`src/rtl/div_ctrl.sv`:
```
// ----------------------------------------------------------------------------
// div_ctrl
//   Multi-cycle radix-2 restoring divider and controller for the EX stage.
//   It accepts one DIV/MOD request and holds EX through stallreq_o while it
//   iterates. It then returns the quotient and remainder together with a
//   one-cycle ready_o pulse.
//
// Ports
//   clk          clock, rising edge
//   rst          asynchronous reset, active-low
//   start_i      request, sampled only while idle
//   annul_i      flush, aborts any operation in progress
//   signed_i     1 = two's-complement signed divide, 0 = unsigned
//   opdata1_i    dividend, sampled with start_i
//   opdata2_i    divisor, sampled with start_i
//   quotient_o   quotient, valid with ready_o, held until the next result
//   remainder_o  remainder, same validity as quotient_o
//   ready_o      one-cycle result-valid pulse
//   stallreq_o   combinational stall request to pipeline control
// ----------------------------------------------------------------------------
module div_ctrl #(
    parameter int unsigned DATA_WIDTH = 32
) (
    input  logic                  clk,
    input  logic                  rst,
    input  logic                  start_i,
    input  logic                  annul_i,
    input  logic                  signed_i,
    input  logic [DATA_WIDTH-1:0] opdata1_i,
    input  logic [DATA_WIDTH-1:0] opdata2_i,
    output logic [DATA_WIDTH-1:0] quotient_o,
    output logic [DATA_WIDTH-1:0] remainder_o,
    output logic                  ready_o,
    output logic                  stallreq_o
);

    localparam int unsigned           CNT_W    = (DATA_WIDTH > 1) ? $clog2(DATA_WIDTH) : 1;
    localparam logic [CNT_W-1:0]      LAST_CNT = CNT_W'(DATA_WIDTH - 1);

    typedef enum logic [1:0] {
        S_IDLE,
        S_DIVZERO,
        S_ON,
        S_END
    } state_t;

    state_t                state;
    logic [CNT_W-1:0]      cnt;
    logic [DATA_WIDTH-1:0] dvd_q;     // dividend shifts out of the top while quotient bits shift in
    logic [DATA_WIDTH-1:0] rem;       // partial remainder
    logic [DATA_WIDTH-1:0] dvs;       // divisor magnitude
    logic [DATA_WIDTH-1:0] op1_raw;   // original dividend, returned as remainder on divide-by-zero
    logic                  neg_q;
    logic                  neg_r;

    // Operand magnitudes at request time
    logic                  op1_neg;
    logic                  op2_neg;
    logic [DATA_WIDTH-1:0] op1_mag;
    logic [DATA_WIDTH-1:0] op2_mag;

    always_comb begin
        op1_neg = signed_i & opdata1_i[DATA_WIDTH-1];
        op2_neg = signed_i & opdata2_i[DATA_WIDTH-1];
        op1_mag = op1_neg ? -opdata1_i : opdata1_i;
        op2_mag = op2_neg ? -opdata2_i : opdata2_i;
    end

    // One restoring step. The extra top bit of the subtract acts as the borrow,
    // so the partial remainder can never overflow.
    logic [DATA_WIDTH:0]   shifted;
    logic [DATA_WIDTH:0]   diff;
    logic                  qbit;
    logic [DATA_WIDTH-1:0] rem_next;
    logic [DATA_WIDTH-1:0] q_next;
    logic [DATA_WIDTH-1:0] q_final;
    logic [DATA_WIDTH-1:0] r_final;

    always_comb begin
        shifted  = {rem, dvd_q[DATA_WIDTH-1]};
        diff     = shifted - {1'b0, dvs};
        qbit     = ~diff[DATA_WIDTH];
        rem_next = qbit ? diff[DATA_WIDTH-1:0] : shifted[DATA_WIDTH-1:0];
        q_next   = {dvd_q[DATA_WIDTH-2:0], qbit};
        q_final  = neg_q ? -q_next   : q_next;
        r_final  = neg_r ? -rem_next : rem_next;
    end

    // Outputs are registered on the edge that enters END, so the sign fix-up is
    // applied to the last iteration's values and the result is already present
    // while END is the current state.
    always_ff @(posedge clk or negedge rst) begin
        if (!rst) begin
            state       <= S_IDLE;
            cnt         <= '0;
            dvd_q       <= '0;
            rem         <= '0;
            dvs         <= '0;
            op1_raw     <= '0;
            neg_q       <= 1'b0;
            neg_r       <= 1'b0;
            quotient_o  <= '0;
            remainder_o <= '0;
            ready_o     <= 1'b0;
        end else begin
            ready_o <= 1'b0;
            if (annul_i && (state != S_IDLE)) begin
                state <= S_IDLE;
            end else begin
                case (state)
                    S_IDLE: begin
                        if (start_i && !annul_i) begin
                            op1_raw <= opdata1_i;
                            if (opdata2_i == '0) begin
                                state <= S_DIVZERO;
                            end else begin
                                dvd_q <= op1_mag;
                                dvs   <= op2_mag;
                                rem   <= '0;
                                cnt   <= '0;
                                neg_q <= op1_neg ^ op2_neg;
                                neg_r <= op1_neg;
                                state <= S_ON;
                            end
                        end
                    end
                    S_DIVZERO: begin
                        quotient_o  <= '1;
                        remainder_o <= op1_raw;
                        ready_o     <= 1'b1;
                        state       <= S_END;
                    end
                    S_ON: begin
                        dvd_q <= q_next;
                        rem   <= rem_next;
                        cnt   <= cnt + CNT_W'(1);
                        if (cnt == LAST_CNT) begin
                            quotient_o  <= q_final;
                            remainder_o <= r_final;
                            ready_o     <= 1'b1;
                            state       <= S_END;
                        end
                    end
                    S_END: begin
                        state <= S_IDLE;
                    end
                    default: begin
                        state <= S_IDLE;
                    end
                endcase
            end
        end
    end

    assign stallreq_o = rst & (((state == S_IDLE) & start_i & ~annul_i) |
                               (state == S_ON) | (state == S_DIVZERO));

endmodule
```
`config.mk`:
```
export PLATFORM = sky130hd
export DESIGN_NAME = div_ctrl
export DESIGN_NICKNAME = d
export VERILOG_FILES = /design/src/rtl/div_ctrl.sv
export SDC_FILE = /design/constraint.sdc
export NUM_CORES = 1
export LEC_CHECK = 0
export ABC_AREA = 1
export BUFFER_PORTS_ARGS = -buffer_cell sky130_fd_sc_hd__buf_2
export CAP_MARGIN = 40
export CORE_UTILIZATION = 36
export CTS_BUF_LIST = sky130_fd_sc_hd__clkbuf_16
export CTS_CLUSTER_DIAMETER = 40
export DETAILED_ROUTE_END_ITERATION = 7
export PLACE_DENSITY_LB_ADDON = 0.25
export SKIP_CTS_REPAIR_TIMING = 1
export SLEW_MARGIN = 40
export SYNTH_ARGS = -nofsm -noshare
export SYNTH_HDL_FRONTEND = slang
export SYNTH_SLANG_ARGS = --single-unit
```
`constraint.sdc`:
```
create_clock -name clk -period 5.68 [get_ports clk]
set_clock_uncertainty 0.05 [all_clocks]
set_input_delay 1.136 -clock clk [delete_from_list [all_inputs] [get_ports clk]]
set_output_delay 1.136 -clock clk [all_outputs]
set_load 0.01 [all_outputs]
```
Word level (Yosys, flattened, before mapping):

Index checks and enable logic that the tools add are counted.

* logic and storage cells: 77
* bits in registers: 202
* bits of input ports: 69
* output and inout bits: 66

* equality and inequality tests: 9
* reduce and logical (&&, ||, !) cells: 13
* mux-type cells: 26
* bitwise logic cells: 12
* $add $sub $neg: 6

Operator list (number)
* 32-bit 2-to-1 mux: 11
* 32-bit case mux with 2 select lines: 4
* 32-bit negation: 4
* 33-bit by 32-bit subtractor with 33-bit output: 1
* 32-bit logical NOT: 1
* 5-bit 2-to-1 mux: 2
* 5-bit case mux with 2 select lines: 1
* 2-bit 2-to-1 mux: 4
* 2-bit case mux with 4 select lines: 1
* 4-bit AND reduction: 2
* 2-bit != test, second input constant: 3
* 3-bit != test, second input constant: 2
* 3-bit AND reduction: 2
* 2-bit nonzero test: 3
* 5-bit by 1-bit adder with 5-bit output, second input constant: 1
* 1-bit bitwise AND: 5
* 5-bit equality test, second input constant: 1
* 2-bit equality test, second input constant: 2
* 1-bit inverter: 4
* 2-bit by 1-bit equality test with 1-bit output, second input constant: 1
* 1-bit logical AND: 2
* 2-bit logical NOT: 1
* 1-bit 2-to-1 mux: 2
* 1-bit OR: 2
* other kinds (4): 4

Depth between registers and ports, before layout:

* word-level depth: 6
* mapped depth: 29
* gate-level depth less buffers: 28

Worst setup path before layout:

No wires, ideal clock.

* path type: reg-to-reg
* start point: register dvd_q[31]
* end point: register quotient_o[26]
* path buffers: 1
* slack: 1.497 ns
* data arrival time: 4.014 ns
* required time: 5.511 ns
* period minus slack after synthesis: 4.183 ns
* stages on the path, launching flop included: 30
* setup time: 0.119 ns
* cell sequence: dfrtp_1 > inv_1 > ha_1 > fa_1 > inv_1 > nand2_1 > nand2_1 > nand3_1 > nand2_2 > nand2_1 > nand2_2 > nand2_4 > nand2_4 > nand2_2 > nand2_2 > buf_4 > ha_1 > inv_1 > nor3_1 > nand3_1 > nor3_1 > nand3_1 > nor3_1 > nand4_1 > nand2_1 > o21ai_0 > nor2_1 > or2_2 > nand3_1 > o21a_1

* word-level cells in the longest chain between the ends: 6

Ends and longest elaborated chain
* start, declared: line 49 `logic [DATA_WIDTH-1:0] dvd_q;`
* start signal, assigned: line 117 `dvd_q <= op1_mag;`
* start signal, assigned: line 134 `dvd_q <= q_next;`
* 33-bit by 32-bit subtractor with 33-bit output: line 81 `diff = shifted - {1'b0, dvs};`
* 1-bit inverter: line 82 `qbit = ~diff[DATA_WIDTH];`
* 32-bit negation: line 85 `q_final = neg_q ? -q_next : q_next;`
* 32-bit 2-to-1 mux: line 85
* 32-bit 2-to-1 mux: line 137 `if (cnt == LAST_CNT) begin`
* 32-bit case mux with 2 select lines: line 110 `case (state)`
* end signal, assigned: line 138 `quotient_o <= q_final;`
* end, declared: line 31 `output logic [DATA_WIDTH-1:0] quotient_o,`

Every way passes these cells. The select of a mux whose other input is x is not followed.
A chain may end at the register's enable or synchronous reset.

Final worst setup path:

* start point: register dvs[0]
* end point: register quotient_o[26]

* word-level cells in the longest chain between the ends: 6

Ends and longest elaborated chain
* start, declared: line 51 `logic [DATA_WIDTH-1:0] dvs;`
* start signal, assigned: line 118 `dvs <= op2_mag;`
* 33-bit by 32-bit subtractor with 33-bit output: line 81
* 1-bit inverter: line 82
* 32-bit negation: line 85
* 32-bit 2-to-1 mux: line 85
* 32-bit 2-to-1 mux: line 137
* 32-bit case mux with 2 select lines: line 110

Every way passes these cells. The select of a mux whose other input is x is not followed.

==> results.tsv <==
metric	value	unit
outcome	finished clean	
critical path startpoint	dvs[0]$_DFFE_PN0P_	
Hold Crit Class	in2async	
RSZ-0062 raised after global routing	false	
CP top delay family	simple AND/OR/NAND/NOR gates	
fin util	43.5	%
share of cells above drive strength 1	13.4	%
Syn Inst Count	2095	
final hold vios	0	
Overall Power	11.8	mW
CP max stage delay	0.45	ns
clk buf depth	3	
post-synth net total	2206	
CTS Sinks	202	
met1 Track Usage GR	32.7	%
Startpoint Class	flop	
critical path type	reg2reg	
Inserted Clock Buffers	41	
Tcrit/Tclk final	85.0	%
crit end category	flop	
1st-iter DRT viols	1113	
Top FF cell, synth	dfrtp_1	
register area share after synthesis	35.3	%
Worst-Skew Late Latency	0.57	ns
wire per inst	16.8	um
CTS clk-pin slew, worst paths	0.05	ns
Slew headroom	48.5	%
VDD IR max	0.411	mV
global-route wire length before repair	74.3	mm
maximum capacitance violations	0	
CP required	6.08	ns
syn_area_per_cell	6.83	sq um
Final setup violation count	0	
total track usage	23.3	%
row cnt	72	
worst slew pin tran	0.766	ns
P&R area growth vs syn	18.2	%
setup TNS	0	ns
Nets	2333	
hold_ws	0.375	ns
initial antenna violation count	0	
vias per cell	5.06	
minimum clock period	4.83	ns
area of the die	0.0406	sq mm
Worst Path Buf+Inv	2	
Max FO, Critical Path	5	
Placeable Area	0.0389	sq mm
Synth Warn #	0	
routing usage on met3	4.50	%
residual DRC count	0	
routing usage on met2	35.1	%
Detail Route Antenna Nets	0	
via count	14017	
worst path arrival time	5.22	ns
# IOs	135	
final instance area	0.0169	sq mm
CTS tree	done	
EDFF count, synth	0	
Async SR Flop Fraction	100	%
Netlist cell types	57	
Initial Util	36.8	%
port bufs	134	
DIE WIDTH	201	um
largest net degree at the start of global routing	114	
total congestion overflow	0	
Yosys reg bits	202	
R2R Path Start	dvs[0]$_DFFE_PN0P_	
Post-DP Area	0.0155	sq mm
vias in the first global route	13453	
Pwr Density	700	mW/mm^2
slowest CP cell	dfrtp_1	
P_leak	8.62	nW
First-pass DRT Iterations	5	
Root Buffer Master	clkbuf_16	
dpl hpwl	35.6	mm
die height	201	um
drt total wl	46.6	mm
Synth Cell Area	0.0143	sq mm
Fillers	4085	
final count of pins violating max slew	0	
CTS HTree Levels	2	
fmax	207	MHz
Most Crowded Layer GR	met2	
routability cong.	0.928	
## layout by cell type, fill, tap and decap left out, drive strengths merged, types with 4 or more instances in the layout
cell	instances
nand2	695
inv	337
dfrtp	202
nor2	182
buf	151
o21ai	126
nand3	105
a21oi	70
xor2	57
clkbuf	42
ha	41
o221ai	35
nor3	35
o22ai	32
xnor2	27
nand4	18
clkinv	15
o211ai	8
a31oi	7
o22a	7
o32a	6
bufinv	6
or2	6
nand3b	5
clkinvlp	5
a2bb2oi	4
## worst register-to-register path, cell delays in order, from the launching register on
cell     delay, ns
dfrtp_1       0.45
ha_1          0.24
fa_1          0.41
inv_1         0.11
nand2_1       0.05
nand2_1       0.06
nand3_1       0.08
nand2_2       0.11
nand2_1       0.07
nand2_2       0.10
nand2_4       0.09
nand2_4       0.08
nand2_2       0.07
nand2_2       0.14
ha_1          0.19
inv_1         0.05
nor3_1        0.25
nand3_1       0.20
nor3_1        0.28
nand3_1       0.19
nor3_1        0.37
nand4_1       0.25
nand2_1       0.16
o21ai_0       0.20
nor2_1        0.18
or2_2         0.12
nand3_1       0.05
o21a_1        0.11
## report_power, final
group	internal [mW]	switching [mW]	leakage, nW
registers	1.97	0.392	2.44
logic	2.16	4.85	5.49
clock network	1.63	0.853	0.686
## per-layer routing
metal,vias up,wire length [um]
met5,-,0
met4,0,1730
met2,439,19900
li1,6950,-
met1,6526,21800
met3,102,3150
## final timing paths
check	to	slack (ns)	cells past startpoint
max reg2reg	quotient_o[26]$_DFFE_PN0P_	0.85	27
max in group asynchronous	quotient_o[27]$_DFFE_PN0P_	3.87	3
max	quotient_o[26]$_DFFE_PN0P_	0.85	27
min reg2reg	remainder_o[13]$_DFFE_PN0P_	0.42	2
min in group clk	remainder_o[13]$_DFFE_PN0P_	0.42	2
min	dvs[25]$_DFFE_PN0P_	0.38	1
## cells by family after synthesis
family	share of synthesized area [%]
buffers and inverters	11.1
AO/OA/AOI/OAI	13.3
XOR/XNOR	5.14
adder cells (fa/ha/maj)	3.72
AND/OR/NAND/NOR	31.4
multiplexers	0.0699
flip-flops	35.3
## Yosys cell counts (5+ instances only)
cell | n | share of area (%)
clkbuf_1 | 36 | 0.94
nor3_1 | 32 | 1.1
o32a_1 | 6 | 0.42
or2_2 | 5 | 0.22
nand3_1 | 100 | 3.5
nand2_1 | 656 | 17
a31oi_1 | 7 | 0.31
nand2_2 | 32 | 1.4
xor2_1 | 57 | 3.5
nand3b_1 | 5 | 0.26
xnor2_1 | 27 | 1.7
o221ai_1 | 35 | 2.1
nor2_1 | 167 | 4.4
nand4_1 | 18 | 0.79
nor2_2 | 10 | 0.44
o21ai_0 | 117 | 4.1
ha_1 | 41 | 3.6
o22ai_1 | 32 | 1.4
o211ai_1 | 8 | 0.42
buf_1 | 6 | 0.16
dfrtp_1 | 202 | 35
nand2_4 | 7 | 0.55
a21oi_1 | 67 | 2.3
nor2_4 | 5 | 0.39
inv_1 | 325 | 8.5
inv_2 | 6 | 0.16
o22a_1 | 7 | 0.43
o21ai_1 | 8 | 0.28
buf_2 | 18 | 0.63
## final cells by class
cell class	count	area, sq um	area share [%]
diodes	1	2.50	0.0148
clock buffers	42	1050	6.21
clock inverters	31	365	2.16
inverters	332	1250	7.37
multi-input cells	1494	7700	45.5
flip-flops and latches	202	5050	29.9
well taps	518	648	3.83
repair buffers	151	848	5.02
## state kept, by name (all words and copies together), names as in the netlist
signal       flops
cnt              5
dvd_q           32
dvs             32
neg_q            1
neg_r            1
op1_raw         32
quotient_o      32
ready_o          1
rem             32
remainder_o     32
state            2
## stage by stage
stage | cells | worst slack, ns
after global routing | 2770 | 0.261
final | 2771 | 0.853
after global placement | 2695 | 0.934
after CTS | 2769 | 0.886
after floorplan | 2095 | 1.50
after detailed placement | 2696 | 0.888
No activity file was read; power rests on OpenSTA's default activity.
